[config.mk]
export PLATFORM = sky130hd
export DESIGN_NAME = alu_multicycle
export DESIGN_NICKNAME = d
export VERILOG_FILES = /design/src/rtl/alu_multicycle.sv
export SDC_FILE = /design/constraint.sdc
export NUM_CORES = 1
export LEC_CHECK = 0
export ABC_AREA = 0
export BUFFER_PORTS_ARGS = -buffer_cell sky130_fd_sc_hd__buf_2
export CAP_MARGIN = 25
export CELL_PAD_IN_SITES_DETAIL_PLACEMENT = 0
export CELL_PAD_IN_SITES_GLOBAL_PLACEMENT = 1
export CORE_MARGIN = 1
export CORE_UTILIZATION = 50
export CTS_CLUSTER_DIAMETER = 200
export CTS_CLUSTER_SIZE = 10
export DETAILED_ROUTE_END_ITERATION = 16
export GPL_ROUTABILITY_DRIVEN = 1
export PLACE_DENSITY = 0.95
export SLEW_MARGIN = 25
export SYNTH_ARGS = -nofsm -noshare
export SYNTH_HDL_FRONTEND = slang
export SYNTH_SLANG_ARGS = --single-unit
[constraint.sdc]
create_clock -name clk -period 8.2 [get_ports clk]
set_input_delay 1.23 -clock clk [delete_from_list [all_inputs] [get_ports clk]]
set_output_delay 1.23 -clock clk [all_outputs]
set_load 0.03 [all_outputs]
[src/rtl/alu_multicycle.sv]
// Multi-cycle ALU. Logic, arithmetic, shift and predicate ops finish in one cycle.
// MULU (shift-add) and DIVU (restoring divide) take WIDTH RUN cycles.
module alu_multicycle #(
  parameter int WIDTH = 12
) (
  input  logic             clk,
  input  logic             rst,
  input  logic             start,
  input  logic [5:0]       operation,
  input  logic [WIDTH-1:0] A,
  input  logic [WIDTH-1:0] B,
  input  logic [3:0]       condition,
  input  logic [4:0]       flg_in,
  output logic [WIDTH-1:0] Q,
  output logic [WIDTH-1:0] R,
  output logic [4:0]       flg_out,
  output logic             busy,
  output logic             done
);

  localparam int CW = $clog2(WIDTH);

  typedef enum logic [1:0] {IDLE, RUN, DONE} state_t;

  state_t           state_reg;
  logic [CW-1:0]    cnt_reg;
  logic [WIDTH-1:0] a_reg, b_reg, hi_reg, lo_reg;
  logic             div_reg, p_reg, v_reg;

  // Single-cycle result, computed straight from the inputs.
  logic [WIDTH-1:0] sq;
  logic [WIDTH:0]   arith;
  logic             sp, sv, sk, ss, sz, cond_val, c, set_zs, set_v;

  always_comb begin
    sq       = B;
    sp       = flg_in[4];
    sv       = flg_in[3];
    sk       = flg_in[2];
    ss       = flg_in[1];
    sz       = flg_in[0];
    arith    = '0;
    cond_val = 1'b1;
    c        = 1'b0;
    set_zs   = 1'b0;
    set_v    = 1'b0;
    if (operation[5:4] == 2'b01) begin
      case (condition)
        4'h0:    cond_val = flg_in[0];
        4'h1:    cond_val = flg_in[1];
        4'h2:    cond_val = flg_in[2];
        4'h3:    cond_val = flg_in[3];
        4'h8:    cond_val = ~flg_in[0] & ~flg_in[2];
        4'h9:    cond_val = flg_in[1] ^ flg_in[3];
        4'hA:    cond_val = ~flg_in[0] & ~(flg_in[1] ^ flg_in[3]);
        default: cond_val = 1'b1;
      endcase
      c = (operation[3] ? (B == '0) : cond_val) ^ operation[2];
      case (operation[1:0])
        2'b00:   sp = c;
        2'b01:   sp = flg_in[4] ^ c;
        2'b10:   sp = flg_in[4] & c;
        default: sp = flg_in[4] | c;
      endcase
    end else if (operation[5:4] == 2'b00) begin
      set_zs = (operation[3:0] != 4'h0);
      set_v  = (operation[3:0] >= 4'h4);
      case (operation[3:0])
        4'h1: sq = A & B;
        4'h2: sq = A | B;
        4'h3: sq = A ^ B;
        4'h4: begin arith = {1'b0, A} + {1'b0, B}; sq = arith[WIDTH-1:0]; sk = arith[WIDTH]; end
        4'h5: begin arith = {1'b0, A} + {1'b0, B} + {{WIDTH{1'b0}}, flg_in[2]}; sq = arith[WIDTH-1:0]; sk = arith[WIDTH]; end
        4'h6: begin arith = {1'b0, A} - {1'b0, B}; sq = arith[WIDTH-1:0]; sk = arith[WIDTH]; end
        4'h7: begin arith = {1'b0, A} - {1'b0, B} - {{WIDTH{1'b0}}, flg_in[2]}; sq = arith[WIDTH-1:0]; sk = arith[WIDTH]; end
        4'h8: sq = {A[WIDTH-2:0], A[WIDTH-1]};
        4'h9: sq = {A[0], A[WIDTH-1:1]};
        4'hA: begin sq = {A[WIDTH-2:0], flg_in[2]}; sk = A[WIDTH-1]; end
        4'hB: begin sq = {flg_in[2], A[WIDTH-1:1]}; sk = A[0]; end
        4'hC: begin sq = {A[WIDTH-2:0], 1'b0}; sk = A[WIDTH-1]; end
        4'hD: begin sq = {1'b0, A[WIDTH-1:1]}; sk = A[0]; end
        4'hE: sq = {A[WIDTH/2-1:0], A[WIDTH-1:WIDTH/2]};
        4'hF: begin sq = {A[WIDTH-1], A[WIDTH-1:1]}; sk = A[0]; end
        default: sq = B;
      endcase
    end
    if (set_zs) begin
      sz = (sq == '0);
      ss = sq[WIDTH-1];
    end
    if (set_v)
      sv = (A[WIDTH-1] & B[WIDTH-1] & ~sq[WIDTH-1]) | (~A[WIDTH-1] & ~B[WIDTH-1] & sq[WIDTH-1]);
  end

  // One iteration step; hi/lo hold {partial product, multiplier} or {remainder, dividend/quotient}.
  logic [WIDTH:0]   mul_sum;
  logic [WIDTH-1:0] mul_hi, mul_lo, div_sh, div_hi, div_lo, step_hi, step_lo;
  logic [WIDTH-1:0] fin_q, fin_r;
  logic             div_ok, fin_k, fin_v;

  always_comb begin
    mul_sum = {1'b0, hi_reg} + (lo_reg[0] ? {1'b0, a_reg} : '0);
    mul_hi  = mul_sum[WIDTH:1];
    mul_lo  = {mul_sum[0], lo_reg[WIDTH-1:1]};
    div_sh  = {hi_reg[WIDTH-2:0], lo_reg[WIDTH-1]};
    div_ok  = {hi_reg, lo_reg[WIDTH-1]} >= {1'b0, b_reg};
    div_hi  = div_ok ? (div_sh - b_reg) : div_sh;
    div_lo  = {lo_reg[WIDTH-2:0], div_ok};
    step_hi = div_reg ? div_hi : mul_hi;
    step_lo = div_reg ? div_lo : mul_lo;
    if (div_reg) begin
      fin_q = (b_reg == '0) ? '1 : div_lo;
      fin_r = (b_reg == '0) ? a_reg : div_hi;
      fin_k = 1'b0;
      fin_v = (b_reg == '0);
    end else begin
      fin_q = mul_lo;
      fin_r = '0;
      fin_k = |mul_hi;
      fin_v = v_reg;
    end
  end

  always_ff @(posedge clk or posedge rst) begin
    if (rst) begin
      state_reg <= IDLE;
      cnt_reg   <= '0;
      a_reg     <= '0;
      b_reg     <= '0;
      hi_reg    <= '0;
      lo_reg    <= '0;
      div_reg   <= 1'b0;
      p_reg     <= 1'b0;
      v_reg     <= 1'b0;
      Q         <= '0;
      R         <= '0;
      flg_out   <= '0;
      busy      <= 1'b0;
      done      <= 1'b0;
    end else begin
      done <= 1'b0;
      case (state_reg)
        IDLE, DONE: begin
          state_reg <= IDLE;
          if (start) begin
            if (operation == 6'h20 || operation == 6'h21) begin
              state_reg <= RUN;
              busy      <= 1'b1;
              cnt_reg   <= '0;
              a_reg     <= A;
              b_reg     <= B;
              div_reg   <= operation[0];
              p_reg     <= flg_in[4];
              v_reg     <= flg_in[3];
              hi_reg    <= '0;
              lo_reg    <= operation[0] ? A : B;
            end else begin
              state_reg <= DONE;
              Q         <= sq;
              R         <= '0;
              flg_out   <= {sp, sv, sk, ss, sz};
              done      <= 1'b1;
            end
          end
        end
        RUN: begin
          hi_reg  <= step_hi;
          lo_reg  <= step_lo;
          cnt_reg <= cnt_reg + CW'(1);
          if (cnt_reg == CW'(WIDTH - 1)) begin
            state_reg <= DONE;
            busy      <= 1'b0;
            done      <= 1'b1;
            Q         <= fin_q;
            R         <= fin_r;
            flg_out   <= {p_reg, fin_v, fin_k, fin_q[WIDTH-1], fin_q == '0};
          end
        end
        default: state_reg <= IDLE;
      endcase
    end
  end

endmodule

==> flow_summary.json, run 1 <==
{
  "fin_skew_ps": 12.23,
  "antenna_found_initial": 1,
  "post_cts_buffers": 0,
  "cap_violations": 0,
  "crit_type": "in2reg",
  "grt_pass1_vias": 8370,
  "fmax_ghz": 0.2133,
  "hp-class": "reg2reg",
  "whs_path_depth": 1,
  "relSlewSlack": 0.3630,
  "cp-end-kind": "register",
  "comb_power_share": 0.500,
  "core-area_um2": 17240,
  "yosysWarningCount": 0,
  "vias": 9034,
  "vias_per_cell": 6.712,
  "ys_types": 92,
  "dp_hpwl_mm": 23.52,
  "route.detailed.drc": 0,
  "grt_pass1_wl_mm": 47.90,
  "vdd_drop_max_mv": 0.1323,
  "yosysSeqAreaShare": 0.2511,
  "nets": 1233,
  "die_x_um": 134.4,
  "final_cell_mix": "105 x nand2_1, 88 x dfrtp_1, 87 x o21ai_0",
  "max_stage_delay_ps": 550,
  "cp-start-kind": "input port",
  "wl_per_cell_um": 23.01,
  "grt_max_degree": 67,
  "grtUsageTotal": 0.3476,
  "antenna_cells": 0,
  "use_met3": 0.06614,
  "p_sw_mw": 0.9599,
  "run_status": "complete, no violations",
  "yosys_register_bits": 88,
  "cts_resized": 0,
  "cts_root_buffer": "clkbuf_16",
  "postSynth.asyncResetShare": 1.000,
  "swShare": 0.4481,
  "crit_slowest_cell": "a2111oi_1",
  "fin_crit_sh": 0.5717,
  "dpl_cell_area_um2": 9229,
  "min_period_ps": 4688,
  "clockBufferDepth": 2,
  "fin_area_um2": 9530,
  "powerDensity_nw_per_um2": 224.7,
  "syn-cell-area_um2": 8770,
  "final_max_slew_viol_count": 0,
  "drt_wl_total_mm": 30.97,
  "first_pass_iters": 6,
  "grt_overflow": 0,
  "layout-drive-gt1-share": 0.1356,
  "path_cells": "buf_2, inv_1, ha_1, a21oi_1, o22ai_1, or2_1, o311ai_2, nand4_1, mux2i_1, a2111oi_1, o211ai_1, mux2i_1, o21ai_0",
  "power_leakage_nw": 4.375,
  "fin_setup_tns_ps": 0,
  "grt_busiest_layer": "met2",
  "path_clk_slew_ps": 70,
  "syn_inst": 1085,
  "setup_violations": 0,
  "reg2reg_depth": 12,
  "met2_usage": 0.5518,
  "cts_sinks": 88,
  "htreeDepth": 3,
  "rsz0062_at_grt": "false",
  "cts_tree": "built",
  "start_util": 0.5088,
  "cp_max_fo": 12,
  "synth-edff-count": 0,
  "clock_latency_ps": 360,
  "die_h_um": 134.4,
  "rrSetupSlack_ps": 4120,
  "synthFlopType": "dfrtp_1",
  "port_buffers": 72,
  "hold_viol_final": 0,
  "fillCellCount": 1610,
  "worstMarginPinSlew_ps": 953.6,
  "gr-usage-met1": 0.4562,
  "arrival_ps": 4910,
  "power_frac_seq": 0.297,
  "avgSynthCellArea_um2": 8.083,
  "final_common_cell": "nand2_1",
  "syn2layout_area_growth_pct": 8.675,
  "cp_data_required_time_ps": 8420,
  "synth_nets": 1202,
  "p_clk_frac": 0.203,
  "dieArea_um2": 18070,
  "ios": 73,
  "hold_buffers": 0,
  "gp_congestion": 1.080,
  "crit_top_cell": "mux2i_1",
  "rows": 48,
  "p_int_mw": 1.182,
  "ant_nets": 0,
  "drtIter0Drc": 1279,
  "cts_buffers": 9
}
## synthesized netlist by cell type, types with 5 or more instances
master    count  area share
a221o_1       7      0.0080
nand2_1     105       0.045
inv_1        71       0.030
o21ai_0      87       0.050
mux2_2        9       0.012
clkbuf_1     42       0.018
o211ai_1      7      0.0060
nor3_1       24       0.014
nor2_1       72       0.031
o221ai_1     11       0.011
nand3_1      26       0.015
buf_1         5      0.0021
o21a_1        9      0.0077
a22o_1        8      0.0080
nor3b_1       5      0.0043
a21oi_1      76       0.043
a211oi_1      6      0.0051
and2_1       22       0.016
a21o_1       21       0.018
and3_1        5      0.0036
o22ai_1      16       0.011
o21bai_1      5      0.0043
a31oi_1       8      0.0057
or4_1         6      0.0051
ha_1         71        0.10
buf_2        11      0.0063
nand2b_1     14       0.010
nor4_1       13      0.0093
a22oi_1       5      0.0043
mux2i_1      33       0.038
xor2_1       12       0.012
xnor2_1      28       0.028
dfrtp_1      88        0.25
a31o_2        8      0.0080
a221oi_1     11       0.011
a32oi_1      11       0.011
nand4_1      13      0.0093
nor2b_1      15       0.011
## cell families (layout without fill, tap and decap cells)
family                   Yosys count  after routing  share of synthesized area
flip-flops                        88             88                     0.2511
adder cells (fa/ha/maj)           75             75                     0.1104
buffers and inverters            135            171                    0.06192
multiplexers                      44             44                    0.05436
XOR/XNOR                          42             42                    0.04366
AND/OR/NAND/NOR                  346            346                     0.1995
AO/OA/AOI/OAI                    355            355                     0.2791
## metrics by stage
step / util / hold WS (ps) / worst slack, ps / std cells / power [mW]
2_1_floorplan: - / 449.8 / 4120 / 1085 / 1.400
3_3_place_gp: 0.5354 / 454.5 / 3344 / 1330 / 1.673
6_report: 0.5529 / 470.5 / 3512 / 1346 / 2.142
3_5_place_dp: 0.5354 / 461.1 / 3302 / 1330 / 1.684
4_1_cts: 0.5529 / 476.6 / 3665 / 1346 / 2.117
5_1_grt: 0.5529 / 492.8 / 3382 / 1346 / 2.270
## critical path: cells and delay by family
family,cells,cell delay [ps]
muxes,2,430
buffers and inverters,2,300
and+or+nand+nor,2,520
adders and majority gates,1,490
AOI/OAI and AO/OA,6,1950
## power by group through the flow
stage	registers (mW)	logic, mW	clock network, mW
2_1_floorplan	0.621	0.779	0
5_1_grt	0.648	1.16	0.458
6_report	0.637	1.07	0.434
4_1_cts	0.633	1.05	0.436
3_5_place_dp	0.641	1.04	0
3_3_place_gp	0.639	1.03	0
## layout make-up
class,count,area [um^2],area share
clock inverter,6,72.57,0.007615
tap,225,281.5,0.02954
multi-input combinational,862,6031,0.6328
timing repair buffer,83,442.9,0.04648
clock buffer,10,229.0,0.02403
inverter,72,271.5,0.02849
sequential,88,2202,0.2311
## metal layers
| layer | wire length [um] | part of all wire |
|---|---|---|
| met1 | 12620 | 0.41 |
| met2 | 13850 | 0.45 |
| met3 | 3073 | 0.099 |
| met4 | 1437 | 0.046 |
| met5 | 0 | 0 |
## path summary, 6_finish.rpt
check                              start          to
worst max-delay path                A[4]  flg_out[3]
worst min-delay path                Q[0]        Q[0]
worst max register to register  b_reg[1]        R[9]
worst min register to register      Q[0]        Q[0]
max in group asynchronous            rst    a_reg[2]
min in group asynchronous            rst   hi_reg[5]
(Power assumes the default switching activity.)
==> run 2, diff against run 1 <==
- CORE_UTILIZATION: 50 -> 42
- PLACE_DENSITY: 0.95 -> 0.89
- clock period: 8.2 -> 4.1 ns (I/O delays scaled with it)
==> flow_summary.json, run 2 (synthesis results as in run 1) <==
{
  "route.detailed.drc": 0,
  "grt_max_degree": 84,
  "grt_pass1_vias": 8573,
  "setup_violations": 0,
  "dpl_worst_slack_ps": 79.32,
  "final_common_cell": "nand2_1",
  "clock_latency_ps": 340,
  "worstMarginPinSlew_ps": 966.9,
  "cts_sinks": 88,
  "cts_buffers": 9,
  "port_buffers": 72,
  "powerDensity_nw_per_um2": 427.9,
  "syn2layout_area_growth_pct": 15.01,
  "rsz0062_at_grt": "false",
  "path_clk_slew_ps": 70,
  "fin_setup_tns_ps": 0,
  "final_max_slew_viol_count": 0,
  "ios": 73,
  "htreeDepth": 3,
  "cp-start-kind": "input port",
  "grt_overflow": 0,
  "seq_area_um2": 2202,
  "dp_hpwl_mm": 24.86,
  "cp_data_required_time_ps": 4360,
  "vias_per_cell": 6.180,
  "post_cts_buffers": 0,
  "grt_pass1_wl_mm": 49.10,
  "relSlewSlack": 0.3554,
  "multiInputGateArea_um2": 6031,
  "dieArea_um2": 21460,
  "clockBufferDepth": 2,
  "cts_tree": "built",
  "cts_root_buffer": "clkbuf_16",
  "nets": 1302,
  "cp-end-kind": "register",
  "power_leakage_nw": 4.699,
  "hp-class": "in2async",
  "cts_resized": 0,
  "ant_nets": 0,
  "rows": 52,
  "vias": 9016,
  "run_status": "complete, no violations",
  "hold_viol_final": 0,
  "crit_type": "in2reg",
  "gp_congestion": 0.9978,
  "start_util": 0.4306,
  "drt_wl_total_mm": 31.81,
  "utilization": 0.4953,
  "cap_violations": 0,
  "layout-drive-gt1-share": 0.1859,
  "fmax_ghz": 0.2676,
  "grtUsageTotal": 0.2969,
  "fin_skew_ps": 8.543,
  "first_pass_iters": 5,
  "vdd_drop_max_mv": 0.2014,
  "die_h_um": 146.5,
  "final_cell_mix": "105 x nand2_1, 88 x dfrtp_1, 87 x o21ai_0",
  "cp_max_fo": 11,
  "whs_ps": 408.8,
  "arrival_ps": 4000,
  "die_x_um": 146.5,
  "core-area_um2": 20360,
  "fin_crit_sh": 0.9114,
  "antenna_found_initial": 0,
  "antenna_cells": 0,
  "min_period_ps": 3737,
  "drtIter0Drc": 974,
  "fin_ws_ps": 363.2,
  "fillCellCount": 1952,
  "hold_buffers": 0,
  "wl_per_cell_um": 21.80
}
-- run 2: changes by cell type in the layout (fill, tap and decap cells not counted), sizes merged --
| cell | before | now |
|---|---|---|
| bufinv | 1 | 0 |
| clkinvlp | 0 | 1 |
| clkinv | 2 | 4 |
| inv | 75 | 71 |
| clkbuf | 10 | 11 |
| buf | 83 | 152 |
-- run 2: path summary, 6_finish.rpt --
path | start | endpoint | slack, ps | depth (start not counted)
worst max-delay path | A[2] | flg_out[0] | 360 | 14
worst min-delay path | rst | b_reg[9] | 410 | 2
worst max register to register | lo_reg[0] | flg_out[2] | 470 | 12
worst min register to register | R[1] | R[1] | 470 | 1
max in group asynchronous | rst | lo_reg[10] | 2880 | 3
min in group clk | R[1] | R[1] | 470 | 1
-- run 2: worst max-delay path, cell delays in order --
cell and delay (ps):
buf_2 100, inv_1 70, ha_1 650, nor2_1 190, o21ai_0 410, nand4_1 190, nor4b_2 390, nand4_1 200
mux2i_1 160, a2111oi_1 340, buf_4 180, o211a_1 190, nor2_1 70, o31ai_2 220
-- run 2: final cells by class --
type,count,area share
clock buffer,11,0.02506
clock inverter,4,0.002977
multi-input combinational,862,0.5979
timing repair buffer,152,0.09527
inverter,72,0.02692
tap,270,0.03349
sequential,88,0.2183
-- run 2: report_power, final --
group / switching [mW] / total, mW / internal [mW]
registers: 0.217 / 1.27 / 1.05
logic: 1.35 / 2.26 / 0.915
clock network: 0.348 / 0.790 / 0.442
total: 1.91 / 4.32 / 2.41
-- run 2: metal layers --
metal / GRT usage / vias to the layer above / part of all wire / routed length [um]
met1: 0.4021 / 4322 / 0.42 / 13340
li1: - / 4174 / - / -
met2: 0.4748 / 446 / 0.46 / 14520
met3: 0.03969 / 74 / 0.086 / 2722
met4: 0.1234 / 0 / 0.039 / 1230
met5: 0 / - / 0 / 0
-- run 2: per-stage QoR --
stage | cells | instance area [um^2] | total power, mW
2_1_floorplan | 1085 | 8770 | 2.800
3_3_place_gp | 1444 | 9803 | 3.452
3_5_place_dp | 1444 | 9803 | 3.485
4_1_cts | 1459 | 10090 | 4.282
5_1_grt | 1459 | 10090 | 4.583
6_report | 1459 | 10090 | 4.316
